### config.mk
export PLATFORM = sky130hd
export DESIGN_NAME = mem_access_ctrl
export DESIGN_NICKNAME = d
export VERILOG_FILES = /design/src/rtl/mem_access_ctrl.sv
export SDC_FILE = /design/constraint.sdc
export NUM_CORES = 1
export LEC_CHECK = 0
export CORE_ASPECT_RATIO = 1.1
export CORE_MARGIN = 3
export CORE_UTILIZATION = 35
export DETAILED_ROUTE_END_ITERATION = 6
export GPL_TIMING_DRIVEN = 1
export HOLD_SLACK_MARGIN = 0.03
export PLACE_DENSITY_LB_ADDON = 0.15
export SLEW_MARGIN = 10
export SYNTH_ARGS = -nofsm -noshare
export SYNTH_HDL_FRONTEND = slang
export SYNTH_SLANG_ARGS = --single-unit
### constraint.sdc
create_clock -name clk -period 1.33 [get_ports clk]
set_input_delay 0.399 -clock clk [delete_from_list [all_inputs] [get_ports clk]]
set_output_delay 0.399 -clock clk [all_outputs]
set_load 0.01 [all_outputs]
### src/rtl/mem_access_ctrl.sv
// mem_access_ctrl: initiator side of the CPU memory interface.
// Holds MAR/MDR, runs one read or write per mio_en pulse through a
// mem_req/mem_ready handshake, and pulses r_done (LC-3 "R") for one cycle
// when the access finishes.
// Optional feature macro: MEM_TIMEOUT_EN. When defined, an access that waits
// TIMEOUT cycles is aborted, err is set, and an aborted read returns all ones.
module mem_access_ctrl #(
    parameter int ADDR_W  = 16,
    parameter int DATA_W  = 16,
    parameter int TIMEOUT = 255
) (
    input  logic              clk,
    input  logic              rst_n,
    input  logic [DATA_W-1:0] bus_in,
    input  logic              ld_mar,
    input  logic              ld_mdr,
    input  logic              mio_en,
    input  logic              r_w,
    output logic [ADDR_W-1:0] mar,
    output logic [DATA_W-1:0] mdr,
    output logic              busy,
    output logic              r_done,
    output logic              mem_req,
    output logic              mem_we,
    output logic [ADDR_W-1:0] mem_addr,
    output logic [DATA_W-1:0] mem_wdata,
    input  logic [DATA_W-1:0] mem_rdata,
    input  logic              mem_ready,
    output logic              err
);

    typedef enum logic [1:0] {
        IDLE = 2'd0,
        REQ  = 2'd1,
        DONE = 2'd2
    } state_t;

    state_t state;
    state_t state_nxt;
    logic   we_q;
    logic   idle;
    logic   start;
    logic   complete;
    logic   abort;

    // Loads and starts are only honoured in IDLE; everything else is locked out.
    assign idle     = (state == IDLE);
    assign start    = idle && mio_en;
    assign complete = (state == REQ) && mem_ready;

`ifdef MEM_TIMEOUT_EN
    // Counter only has to hold 0 .. TIMEOUT-1.
    localparam int CNT_W = (TIMEOUT < 2) ? 1 : $clog2(TIMEOUT);

    logic [CNT_W-1:0] wait_cnt;

    // Abort on the REQ cycle that would make the wait count reach TIMEOUT;
    // mem_ready on that same edge takes priority.
    assign abort = (state == REQ) && !mem_ready && (wait_cnt == CNT_W'(TIMEOUT - 1));

    // Wait counter: cleared on each accepted start, counts REQ cycles without mem_ready.
    always_ff @(posedge clk or negedge rst_n) begin
        if (!rst_n) begin
            wait_cnt <= '0;
        end else if (start) begin
            wait_cnt <= '0;
        end else if ((state == REQ) && !mem_ready && !abort) begin
            wait_cnt <= wait_cnt + 1'b1;
        end
    end

    // Sticky timeout flag, cleared when the next access is accepted.
    always_ff @(posedge clk or negedge rst_n) begin
        if (!rst_n) begin
            err <= 1'b0;
        end else if (start) begin
            err <= 1'b0;
        end else if (abort) begin
            err <= 1'b1;
        end
    end
`else
    logic unused_timeout;

    assign abort          = 1'b0;
    assign err            = 1'b0;
    assign unused_timeout = ^TIMEOUT;
`endif

    // State register.
    always_ff @(posedge clk or negedge rst_n) begin
        // NOTE: sequential state uses non-blocking assignments so every register
        // samples the pre-edge values of the others.
        if (!rst_n) begin
            state <= IDLE;
        end else begin
            state <= state_nxt;
        end
    end

    // Next-state decode.
    always_comb begin
        // NOTE: default assigned first so no branch leaves state_nxt unassigned,
        // which would otherwise infer a latch.
        state_nxt = state;
        case (state)
            IDLE:    if (mio_en) state_nxt = REQ;
            REQ:     if (mem_ready || abort) state_nxt = DONE;
            DONE:    state_nxt = IDLE;
            default: state_nxt = IDLE;
        endcase
    end

    // MAR: loads from the bus only while idle; a load with mio_en feeds that access.
    always_ff @(posedge clk or negedge rst_n) begin
        if (!rst_n) begin
            mar <= '0;
        end else if (idle && ld_mar) begin
            mar <= bus_in[ADDR_W-1:0];
        end
    end

    // MDR: bus load while idle, read data on completion, all ones on an aborted read.
    always_ff @(posedge clk or negedge rst_n) begin
        if (!rst_n) begin
            mdr <= '0;
        end else if (idle && ld_mdr) begin
            mdr <= bus_in;
        end else if (complete && !we_q) begin
            mdr <= mem_rdata;
        end else if (abort && !we_q) begin
            mdr <= '1;
        end
    end

    // Access type captured together with the start pulse.
    always_ff @(posedge clk or negedge rst_n) begin
        if (!rst_n) begin
            we_q <= 1'b0;
        end else if (start) begin
            we_q <= r_w;
        end
    end

    // Handshake and status outputs decode straight from registered state.
    assign busy      = !idle;
    assign r_done    = (state == DONE);
    assign mem_req   = (state == REQ);
    assign mem_we    = mem_req && we_q;
    assign mem_addr  = mar;
    assign mem_wdata = mdr;

endmodule

# --- Yosys cells after proc, flatten, opt, wreduce, memory -nomap -nowiden ---
# Cells that the tools add are included.
word_totals:
  regBits: 35
  ramBits: 0
  wordCells: 24
  latch_bits: 0
  out_inout_bits: 69
  input_bits: 39
  memories: 0
  mem_bits_ro: 0
classes:
  eq_ne: 4
  reduce_logical: 11
  order_cmp: 0
  n_bitwise: 0
  addsub: 0
  n_mul: 0
  shifts: 0
  div: 0
  mux: 5
ops:
  columns: ["op", "count"]
  rows:
  - ["$mux 16", 2]
  - ["$logic_and 1x1->1", 6]
  - ["$mux 2", 2]
  - ["$pmux 2 s2", 1]
  - ["$eq 2x1->1 const B", 1]
  - ["$eq 2x2->1 const B", 1]
  - ["$logic_not 1->1", 2]
  - ["$logic_not 2->1", 1]
  - ["$ne 2x1->1 const B", 1]
  - ["$ne 2x2->1 const B", 1]
  - ["$reduce_and 2->1", 1]
  - ["$reduce_bool 2->1", 1]

# --- Depth between registers and ports, before layout ---
logic_depth:
  depth_word: 5
  ltp_mapped: 6
  ltp_nobuf: 3

# --- Worst setup path after synthesis ---
# Ideal clock, no wire load.
synth_timing:
  path_kind: "flip-flop to flip-flop"
  from: "register state[1]"
  to: "register mar[10]"
  setup_time_ns: 0.125
  t_required_ns: 1.205
  arrival_time_ns: 1.287
  n_path_buf: 3
  stages_incl_launch_ff: 7
  setup_slack_ns: -0.082
  synth_period_minus_slack_ns: 1.412
  path_cell_list: "dfrtp_1 -> buf_2 -> nor2_2 -> and2_4 -> buf_6 -> buf_12 -> mux2_4"
synth_between:
  elab_chain_len: 2
synth_lines:
  columns: ["element", "line_no", "text"]
  rows:
  - ["start: declaration", "38", "state_t state;"]
  - ["start signal: assignment", "97", "state <= state_nxt;"]
  - ["$logic_not 2->1", "47", "assign idle = (state == IDLE);"]
  - ["$logic_and 1x1->1", "118", "end else if (idle && ld_mar) begin"]
  - ["end signal: assignment", "119", "mar <= bus_in[ADDR_W-1:0];"]
  - ["end: declaration", "19", "output logic [ADDR_W-1:0] mar,"]
# No other way between the ends.
# A chain may end at the register's enable or synchronous reset.

# --- Worst setup path after layout ---
layout_timing:
  from: "register state[1]"
  to: "output port r_done"
layout_between:
  elab_chain_len: 1
layout_lines:
  columns: ["element", "line_no", "text"]
  rows:
  - ["$eq 2x2->1", "147", "assign r_done = (state == DONE);"]
  - ["end: declaration", "22", "output logic r_done,"]
# No other way between the ends.

==> run summary <==
Vias: 1793
Die area: 0.006541 mm2
Crit path to: r_done
Metal-1 WL: 2.580 mm
Worst hold path type: primary input to async pin
Grt ovf: 0
Worst clock skew: 2.809 ps
R2R setup slack: -190 ps
Syn-to-layout area delta: 64.80%
Global-route wire length before repair: 10.08 mm
Nets: 333
Routed len/inst: 17.17 um
Overall Global Routing Usage: 19.38%
FF-to-FF End: mdr[3]
Crit path DAT: 1140 ps
Crit Path Max Fanout: 3
PD cells: 1674 mW/mm2
Clock sinks: 35
Largest net degree at the start of global routing: 36
Initial antenna violation count: 0
Synthesized cell area: 0.001962 mm2
Placer Congestion: 0.7783
Initial Util: 37.71%
Highest clock rate: 650.3 MHz
Num CTS Buffers: 5
Mapped Avg Cell Area: 10.96 um2
Tmin final: 1538 ps
Cell internal pwr: 0.003477 W
RSZ-0062 raised after global routing: true
Ports: 108
Worst hold slack: 66.37 ps
Die X: 77.39 um
Finished Core Util: 62.15%
Switch Pwr: 0.001937 W
Number of cells on the worst reg-to-reg path: 6
Site row count: 27
CP Class: flop to output port
CTS tree: yes
Share of total power in combinational logic: 54.6%
CP Launch Point: state[1]
Detail Route Antenna Nets: 0
Critical Path Start Type: flop
Core ar.: 0.005202 mm2
Final setup fails: 36
Syn Nets: 218
Final hold violations: 0
WL final: 6.303 mm
Initial DRC count: 90
Failing checks: setup timing
Yosys warns: 0
N_diodes: 0
Commonest non-fill, non-tap cells in the layout: clkdlybuf4s50_1, buf_4, buf_2
Number of global-route vias before repair: 1979
Top sig layer: met4
Fin worst setup slack: -207.7 ps
Layout cell share with drive strength beyond 1: 56.95%
Via-to-Cell Ratio: 4.886
Switching Share: 35.77%
RR Startpoint: state[0]
Clock power share: 13.9%
DP Area: 0.003058 mm2
H-Tree Level Count: 2
Final Max Tran Viols: 0
Peak supply drop: 935.7 uV
# port buffers: 106
Drt pass-1 iters: 6
CP required: 930 ps
Worst skew pair latency: 280 ps
Synthesis-stage register bit count: 35
Clock transition at the registers of the reported paths: 70 ps
Tcrit/Tclk final: 115.6%
Die H: 84.52 um
Seq/Total Area, Yosys: 44.64%
Final instance area: 0.003233 mm2
Clock Tree Root: clkbuf_8
Max-capacitance violation count: 0
Post-synthesis cell count: 179
Clk buf depth: 2
HPWL Detailed: 4.040 mm
CTS Hold Bufs: 0
Distinct cells, synth: 24
Met2 WL: 3.201 mm
Fin Setup TNS: -4690 ps
Lkg Pwr: 1.487 nW
Status: finished, violations left
Met3 WL: 475 um
Share of power burned in registers: 31.5%
Worst setup EP type: output port
DRC viols: 0
## power by group through the flow
stage          Combinational (W)  Clock [W]  Sequential (W)
5_1_grt                  0.00315   0.000801         0.00177
6_report                 0.00296   0.000752         0.00170
3_3_place_gp             0.00295          0         0.00172
4_1_cts                  0.00315   0.000772         0.00170
3_5_place_dp             0.00299          0         0.00173
2_1_floorplan            0.00143          0         0.00188
## cells in the mapped netlist
library cell / n / share of area, %
buf_1: 2 / 0.38
mux2_2: 7 / 4.0
and3b_1: 1 / 0.45
buf_12: 1 / 1.0
nand2_1: 1 / 0.19
inv_1: 2 / 0.38
and2_4: 1 / 0.45
o32ai_1: 16 / 7.1
dfrtp_1: 35 / 45
and2b_1: 1 / 0.38
buf_4: 33 / 13
buf_2: 8 / 2.0
nand2b_1: 17 / 5.4
clkbuf_1: 2 / 0.38
mux2_4: 10 / 7.7
nor2_2: 1 / 0.32
mux2i_1: 1 / 0.51
o31ai_1: 16 / 6.1
buf_6: 1 / 0.57
and2_1: 2 / 0.64
nand4bb_1: 1 / 0.57
nor2_1: 17 / 3.3
conb_1: 1 / 0.19
nor2b_1: 2 / 0.64
## layout make-up
type	count	area, um2
Clock buffer	7	76.32
Clock inverter	1	5.005
Fill cell	488	1969
Inverter	2	7.507
Multi-Input combinational cell	95	967.2
Sequential cell	35	877.1
Tap cell	72	90.09
Timing Repair Buffer	155	1210
## metal layers
metal / GRT usage, % / vias to the layer above
met5: 0 / -
met4: 4.531 / 0
met3: 5.579 / 5
met2: 34.25 / 73
met1: 23.19 / 892
li1: - / 823
## worst max-delay path: stages (launching register included)
cell and delay (ps):
dfrtp_1 430, buf_6 150, and2b_1 140, buf_2 130
## how the worst min path moves through the flow
stage / startpoint / endpoint / slack (ps) / depth (start not counted)
after CTS: rst_n / mar[11] / 70 / 2
after detailed placement: rst_n / mar[11] / 380 / 2
final: rst_n / mar[15] / 70 / 2
after global routing: rst_n / mar[15] / 70 / 2
after global placement: rst_n / mar[11] / 380 / 2
after floorplan: rst_n / mar[0] / 100 / 0
## what timing repair did
item	CTS	global route
setup buffers	21	6
gates cloned	2	0
setup endpoints to repair	100	86
pin swaps	14	1
gates resized for setup	224	55
## stage by stage
stage | std cells | power, W | worst slack (ps)
floorplan | 179 | 0.003305 | -59.15
finish | 367 | 0.005413 | -207.7
global placement | 333 | 0.004674 | -589.2
global route | 367 | 0.005721 | -250.7
detailed placement | 333 | 0.004721 | -656.6
CTS | 363 | 0.005626 | -219.1
## state kept, by name (all words and copies together), names as in the netlist
signal,flops
mar,16
mdr,16
state,2
we_q,1
## cell families after synthesis
| group | after synthesis | synth area share (%) |
|---|---|---|
| DFF | 35 | 44.64 |
| AOI/OAI and AO/OA | 32 | 13.27 |
| muxes | 18 | 12.18 |
| buffers and inverters | 49 | 17.41 |
| other | 1 | 0.1911 |
| and+or+nand+nor | 44 | 12.31 |
(Power assumes the default switching activity.)
